--- src/rtl/uart_pkg.sv ---
`default_nettype none
// ------------------------------------------------------------------
// uart_pkg : shared UART state encoding, frame size and baud helper.
// Revision 1.0
// ------------------------------------------------------------------
package uart_pkg;

  typedef enum logic [2:0] {
    IDLE   = 3'd0,
    START  = 3'd1,
    DATA   = 3'd2,
    PARITY = 3'd3,
    STOP   = 3'd4
  } state_t;

  localparam int BIT_NUM = 8;

  function automatic int calc_baud_end(input int clk_freq, input int baud_rate);
    return clk_freq / baud_rate - 1;
  endfunction

endpackage
`default_nettype wire

--- src/rtl/uart_baud_gen.sv ---
`default_nettype none
// ------------------------------------------------------------------
// uart_baud_gen : per-bit clock counter, pulses bit_end on the last clock
// of each bit while enabled. Revision 1.0
// ------------------------------------------------------------------
module uart_baud_gen
  import uart_pkg::*;
#(
  parameter int CLK_FREQ  = 50_000_000,
  parameter int BAUD_RATE = 115200
) (
  input  logic sclk_50M,
  input  logic s_rst_n,
  input  logic enable,
  output logic bit_end
);

  localparam int BAUD_END = calc_baud_end(CLK_FREQ, BAUD_RATE);
  localparam int CNT_W    = $clog2(BAUD_END + 1);
  localparam logic [CNT_W-1:0] CNT_END = CNT_W'(BAUD_END);

  generate
    if (BAUD_END < 1) begin : g_baud_guard
      $error("uart_baud_gen: BAUD_END must be >= 1");
    end
  endgenerate

  logic [CNT_W-1:0] baud_cnt;

  // Count is held at zero while disabled so every bit starts aligned.
  always_ff @(posedge sclk_50M or negedge s_rst_n) begin
    if (!s_rst_n) begin
      baud_cnt <= '0;
    end else if (!enable || baud_cnt == CNT_END) begin
      baud_cnt <= '0;
    end else begin
      baud_cnt <= baud_cnt + CNT_W'(1);
    end
  end

  assign bit_end = enable && (baud_cnt == CNT_END);

endmodule
`default_nettype wire

--- src/rtl/uart_tx.sv ---
`default_nettype none
// ------------------------------------------------------------------
// uart_tx : 8N1 UART transmitter, LSB first; optional parity bit when
// UART_TX_PARITY_EN is defined (PARITY_ODD selects odd). Revision 1.0
// ------------------------------------------------------------------
module uart_tx
  import uart_pkg::*;
#(
  parameter int CLK_FREQ  = 50_000_000,
  parameter int BAUD_RATE = 115200
`ifdef UART_TX_PARITY_EN
  ,
  parameter bit PARITY_ODD = 1'b0
`endif
) (
  input  logic       sclk_50M,
  input  logic       s_rst_n,
  input  logic [7:0] tx_data,
  input  logic       tx_valid,
  output logic       tx_ready,
  output logic       tx,
  output logic       tx_busy,
  output logic       tx_done
);

  localparam logic [2:0] LAST_BIT = 3'(BIT_NUM - 1);

  state_t     state, state_nxt;
  logic [7:0] shift, shift_nxt;
  logic [2:0] bit_cnt, bit_cnt_nxt;
  logic       tx_nxt;
  logic       accept;
  logic       bit_end;
`ifdef UART_TX_PARITY_EN
  logic       par_bit, par_nxt;
`endif

  uart_baud_gen #(
    .CLK_FREQ (CLK_FREQ),
    .BAUD_RATE(BAUD_RATE)
  ) u_baud_gen (
    .sclk_50M(sclk_50M),
    .s_rst_n (s_rst_n),
    .enable  (state != IDLE),
    .bit_end (bit_end)
  );

  always_comb begin
    state_nxt   = state;
    shift_nxt   = shift;
    bit_cnt_nxt = bit_cnt;
    tx_nxt      = 1'b1;
    accept      = tx_valid && tx_ready;
`ifdef UART_TX_PARITY_EN
    par_nxt     = par_bit;
`endif
    case (state)
      IDLE: begin
        if (accept) begin
          state_nxt   = START;
          shift_nxt   = tx_data;
          bit_cnt_nxt = '0;
`ifdef UART_TX_PARITY_EN
          par_nxt     = (^tx_data) ^ PARITY_ODD;
`endif
        end
      end
      START: if (bit_end) state_nxt = DATA;
      DATA: begin
        if (bit_end) begin
          shift_nxt   = {1'b0, shift[7:1]};
          bit_cnt_nxt = bit_cnt + 3'd1;
          if (bit_cnt == LAST_BIT) begin
`ifdef UART_TX_PARITY_EN
            state_nxt = PARITY;
`else
            state_nxt = STOP;
`endif
          end
        end
      end
`ifdef UART_TX_PARITY_EN
      PARITY: if (bit_end) state_nxt = STOP;
`endif
      STOP: if (bit_end) state_nxt = IDLE;
      default: state_nxt = IDLE;
    endcase

    // tx is derived from the upcoming state, so it only moves on bit boundaries.
    case (state_nxt)
      START:  tx_nxt = 1'b0;
      DATA:   tx_nxt = shift_nxt[0];
`ifdef UART_TX_PARITY_EN
      PARITY: tx_nxt = par_nxt;
`endif
      default: tx_nxt = 1'b1;
    endcase
  end

  always_ff @(posedge sclk_50M or negedge s_rst_n) begin
    if (!s_rst_n) begin
      state    <= IDLE;
      shift    <= '0;
      bit_cnt  <= '0;
      tx       <= 1'b1;
      tx_ready <= 1'b1;
      tx_busy  <= 1'b0;
      tx_done  <= 1'b0;
`ifdef UART_TX_PARITY_EN
      par_bit  <= 1'b0;
`endif
    end else begin
      state    <= state_nxt;
      shift    <= shift_nxt;
      bit_cnt  <= bit_cnt_nxt;
      tx       <= tx_nxt;
      tx_ready <= (state_nxt == IDLE);
      tx_busy  <= (state_nxt != IDLE);
      tx_done  <= (state == STOP) && bit_end;
`ifdef UART_TX_PARITY_EN
      par_bit  <= par_nxt;
`endif
    end
  end

endmodule
`default_nettype wire
--- config.mk ---
export PLATFORM = sky130hd
export DESIGN_NAME = uart_tx
export DESIGN_NICKNAME = d
export VERILOG_FILES = /design/src/rtl/uart_pkg.sv /design/src/rtl/uart_baud_gen.sv /design/src/rtl/uart_tx.sv
export SDC_FILE = /design/constraint.sdc
export NUM_CORES = 1
export LEC_CHECK = 0
export ABC_AREA = 1
export CORE_MARGIN = 8
export CORE_UTILIZATION = 49
export DETAILED_ROUTE_END_ITERATION = 7
export PLACE_DENSITY_LB_ADDON = 0.15
export SYNTH_ARGS = -nofsm -noshare
export SYNTH_HDL_FRONTEND = slang
export SYNTH_SLANG_ARGS = --single-unit
--- constraint.sdc ---
create_clock -name sclk_50M -period 1.3 [get_ports sclk_50M]
set_input_delay 0.26 -clock sclk_50M [delete_from_list [all_inputs] [get_ports sclk_50M]]
set_output_delay 0.26 -clock sclk_50M [all_outputs]
set_load 0.03 [all_outputs]
* Word-level counts from Yosys, hierarchy flattened
Index checks and enable logic that the tools add are counted.
** Operators by class
- Eq/ne operators :: 9
- Add/sub/neg operators :: 2
- Reduce and logical (&&, ||, !) cells :: 11
- Muxes and demuxes :: 14
** Operators with widths (count)
- two-way mux 3 bit :: 7
- two-way mux 8 bit :: 2
- one-hot mux 8 bit (2 select lines) :: 1
- one-hot mux 3 bit (4 select lines) :: 1
- adder 9 x 1 -> 9 bit (second input constant) :: 1
- equality test 9 bit (second input constant) :: 1
- two-way mux 9 bit :: 1
- equality test 3 x 1 -> 1 bit (second input constant) :: 2
- equality test 3 x 2 -> 1 bit (second input constant) :: 2
- equality test 3 bit (second input constant) :: 2
- logical NOT 3 bit :: 2
- one-hot mux 3 bit (2 select lines) :: 1
- nonzero test 3 bit :: 2
- != test 2 bit (second input constant) :: 2
- adder 3 x 1 -> 3 bit (second input constant) :: 1
- logical AND 1 bit :: 3
- AND reduction 3 bit :: 1
- one-hot mux 1 bit (2 select lines) :: 1
- nonzero test 2 bit :: 1
- logical NOT 1 bit :: 1
- logical OR 1 bit :: 1
** Word-level totals
- Word-level logic and storage cells :: 45
- Input port bits :: 11
- Output and inout bits :: 4
- Flip-flop bits (word level) :: 27

* Longest topological paths before layout
- Word-level depth :: 6
- Gate-level depth with buffers :: 10
- Mapped depth without buffers :: 10

* By module
A second synthesis with hierarchy kept.
** Second synthesis, totals
- Cell total of the unflattened synthesis :: 174
- Area total of the unflattened synthesis :: 1385.1 sq um
** Modules (own cells, without submodules)
- uart_tx :: cells an instance 106, seq. area each 452.9 sq um, area each 877.1 sq um, times used 1
- uart_baud_gen :: cells an instance 68, seq. area each 225.2 sq um, area each 508.0 sq um, times used 1

* Worst setup path after synthesis
OpenSTA, ideal clock, no wires.
- Kind :: reg-to-reg
- From :: register u_baud_gen.baud_cnt[1]
- To :: register shift[6]
- Path buffers :: 0
- Library setup time :: 0.130 ns
- Setup slack :: 0.019 ns
- Stages on the path, launching flop included :: 10
- Arrival :: 1.150 ns
- Period minus slack after synthesis :: 1.281 ns
- Data required time :: 1.170 ns
- Path through :: dfrtp_1 -> inv_1 -> ha_1 -> nand2_1 -> nor2_4 -> nand3_2 -> nand2_2 -> inv_2 -> nand2_1 -> o211ai_1
** Between the ends
- Cells in the longest elaborated chain, start to end :: 4
** Ends and longest elaborated chain
- start, declared :: line uart_baud_gen.sv:28 : logic [CNT_W-1:0] baud_cnt;
- start signal, assigned :: line uart_baud_gen.sv:37 : baud_cnt <= baud_cnt + CNT_W'(1);
- equality test 9 bit :: line uart_baud_gen.sv:41 : assign bit_end = enable && (baud_cnt == CNT_END);
- logical AND 1 bit :: line uart_baud_gen.sv:41
- != test 2 bit (no source line)
- AND reduction 3 bit (no source line)
- end signal, assigned :: line uart_tx.sv:114 : shift <= shift_nxt;
- end, declared :: line uart_tx.sv:29 : logic [7:0] shift, shift_nxt;
No other way between the ends.
A chain may end at the register's enable or synchronous reset.

* Worst setup path in the final report
- From :: register u_baud_gen.baud_cnt[4]
- To :: register tx_busy
** Between the ends
- Cells in the longest elaborated chain, start to end :: 5
- Elaborated cells on any way between the ends :: 7
- Classes of those cells :: eq/ne (1); mux (4); reduce/logical (2)
** Ends and longest elaborated chain
- equality test 9 bit * :: line uart_baud_gen.sv:41
- logical AND 1 bit * :: line uart_baud_gen.sv:41
- two-way mux 3 bit (on tied branches) :: line uart_tx.sv:85, uart_tx.sv:68, uart_tx.sv:70
- one-hot mux 3 bit (4 select lines) * :: line uart_tx.sv:57 : case (state)
- nonzero test 3 bit * :: line uart_tx.sv:118 : tx_busy <= (state_nxt != IDLE);
- end signal, assigned :: line uart_tx.sv:118
- end, declared :: line uart_tx.sv:22 : output logic tx_busy,
Every way passes the cells marked *; elsewhere a longest branch is shown, timed or not.

==> impl_metrics.yaml <==
status:
  status: "finished with violations"
  violations: "setup timing"
power_and_ir_drop:
  leakagePower_uw: 0.0008861
  pwr-share-seq_pct: 54.0
  power.net_switching_uw: 808.3
  p_per_area_mw_per_mm2: 1295
  switching_share_pct: 34.68
  clkPwrFrac_pct: 15.4
  intPower_uw: 1523
  peakVddDrop_mv: 1.158
  power.total_uw: 2331
  p_comb_share_pct: 30.6
critical_path:
  cp.required_ns: 1.53
  path_max_fanout: 5
  critPathArrivalTime_ns: 1.66
  startpoint: "u_baud_gen.baud_cnt[4]$_DFF_PN0_"
  cp-start-kind: "flop"
  reg2reg_from: "u_baud_gen.baud_cnt[4]$_DFF_PN0_"
  end_kind: "flop"
  critPathKind: "flop to flop"
floorplan:
  fp-row-count: 18
  io_pins: 15
  die_x_um: 67.21
  die_h_um: 67.21
  core-area_mm2: 0.002477
  start_util_pct: 51.87
  dieArea_mm2: 0.004517
detailed_routing:
  drt_iter0_markers: 33
  wl_um: 2889
  drc: 0
  firstDrtPassIters: 4
  viasPerCell: 5.080
  wl_per_cell_um: 13.63
  vias: 1077
  antenna_left: 0
logic_synthesis:
  yosysSeqAreaShare_pct: 52.78
  yosysTopAreaCell: "dfrtp_1"
  synth_area_mm2: 0.001285
  synth.avg_cell_area_um2: 8.567
  ys_warn_count: 0
  syn_nets: 165
  synth_area_leaders: "dfrtp_1 49%, nand2_1 13%, nand3_1 5.1%"
  netlist_instances: 150
  yosysTopAreaCellShare_pct: 48.69
  synth.distinct_cells: 25
  ys_ff_latch: 27
flow_run:
  max_cap_violations: 0
cells_and_area:
  fin_nets: 198
  diodes: 0
  utilization_pct: 72.68
  final_cell_mix: "38 x nand2_1, 25 x dfrtp_1, 14 x inv_1"
  areaGrowthSynthToFinish_pct: 40.12
  drive_gt1_share_pct: 37.91
  final_common_cell: "nand2_1"
timing:
  post-route-min-period_ns: 1.436
  finalCritPeriodShare_pct: 110.5
  max_slew_margin_pct: 77.37
  worst_pin_slew_ns: 0.3368
  setup_violations: 25
  rsz0062_at_grt: "true"
  maxSlewViolCount: 0
  hold_slack_ns: 0.2723
  finClkSkew_ns: 0.006592
  totalNegativeSetupSlack_ns: -1.784
  fin_ws_ns: -0.1361
  max_freq_ghz: 0.6963
  hold_violations: 0
grt:
  grt_pass1_vias: 1105
  grt_pass1_wl_um: 4712
  grt_usage_pct: 13.34
  grt_start_max_net_pins: 28
  antenna_found_initial: 0
  grt.overflow.total: 0
clocking:
  cts-buffers-inserted: 3
  clock_path_buffers: 2
  cts_sinks: 27
  path_clk_slew_ns: 0.14
  cts-root-buf: "clkbuf_4"
  cts_tree: "built"
  clkLatencyLatePin_ns: 0.32
  cts_hold_buffers: 0
  htreeDepth: 1
place:
  post-dp-hpwl_um: 2019
  dp_slack_ns: -0.1121
  gp_congestion: 0.8891
  portBuffers: 14
worst_hold_path:
  hold_path.class: "primary input to asynchronous set/reset pin"
[cell type report]
class / instances / area (µm²)
Multi-Input combinational cell: 102 / 688.2
Tap cell: 30 / 37.54
Clock buffer: 4 / 26.28
Inverter: 21 / 87.58
Timing Repair Buffer: 28 / 282.8
Fill cell: 187 / 676.9
Sequential cell: 27 / 678.2
[synth_stat cells, drive strengths merged]
cell / instances
o21ai: 4
nand4: 2
nand3b: 1
nor3b: 1
dfrtp: 25
a21oi: 4
o211ai: 1
nand3: 15
ha: 4
nand2: 49
nor3: 5
inv: 20
nor2: 15
dfstp: 2
o22ai: 1
clkinv: 1
[flip-flops by register name (all words and copies together), names as in the netlist]
name	cells
bit_cnt	3
shift	8
state	3
tx	1
tx_busy	1
tx_done	1
tx_ready	1
u_baud_gen.baud_cnt	9
[critical path, stage by stage (launching register included)]
cell     delay, ns
dfrtp_1       0.50
nand2_2       0.10
nor2_2        0.24
nand2_4       0.11
a21oi_2       0.18
nand3_2       0.10
inv_1         0.06
nand2_1       0.04
[repair_timing]
item | CTS | global route
buffers inserted | 2 | 1
resized for setup | 17 | 37
pin swaps | 2 | 5
setup endpoints to repair | 26 | 29
[metal layers]
layer | vias up | GRT usage, % | share of wire [%]
li1 | 538 | - | -
met1 | 518 | 16.16 | 44
met2 | 17 | 22.34 | 51
met3 | 4 | 2.815 | 4.0
met4 | 0 | 6.005 | 1.4
met5 | - | 0 | 0
[stage by stage]
step / cell area (µm²) / instances
2_1_floorplan: 1285 / 150
3_3_place_gp: 1553 / 205
3_5_place_dp: 1553 / 205
4_1_cts: 1639 / 211
5_1_grt: 1800 / 212
6_report: 1800 / 212
[worst paths after layout]
check / endpoint / slack (ns) / cells after the start
max: tx_busy$_DFF_PN0_ / -0.14 / 7
min: state[0]$_DFF_PN0_ / 0.27 / 2
max reg2reg: tx_busy$_DFF_PN0_ / -0.14 / 7
min reg2reg: bit_cnt[0]$_DFFE_PN0P_ / 0.51 / 1
max in group asynchronous: tx$_DFF_PN1_ / 0.80 / 2
min in group sclk_50M: shift[7]$_DFFE_PN0P_ / 0.47 / 3
[power by group through the flow]
| stage | Combinational (µW) | Sequential, µW | Clock [µW] |
|---|---|---|---|
| 3_3_place_gp | 522 | 1240 | 0 |
| 5_1_grt | 803 | 1290 | 401 |
| 2_1_floorplan | 335 | 1250 | 0 |
| 3_5_place_dp | 547 | 1240 | 0 |
| 4_1_cts | 590 | 1240 | 370 |
| 6_report | 712 | 1260 | 359 |
[kinds of logic (layout without fill, tap and decap cells)]
logic type      Yosys count  in the layout  synth area share, %
compound gates           10             10                5.258
buf+inv                  21             53                6.231
fa+ha+maj                 4              4                3.895
flops                    27             27                52.78
simple gates             88             88                31.84
Power figures use the tool's default switching activity.
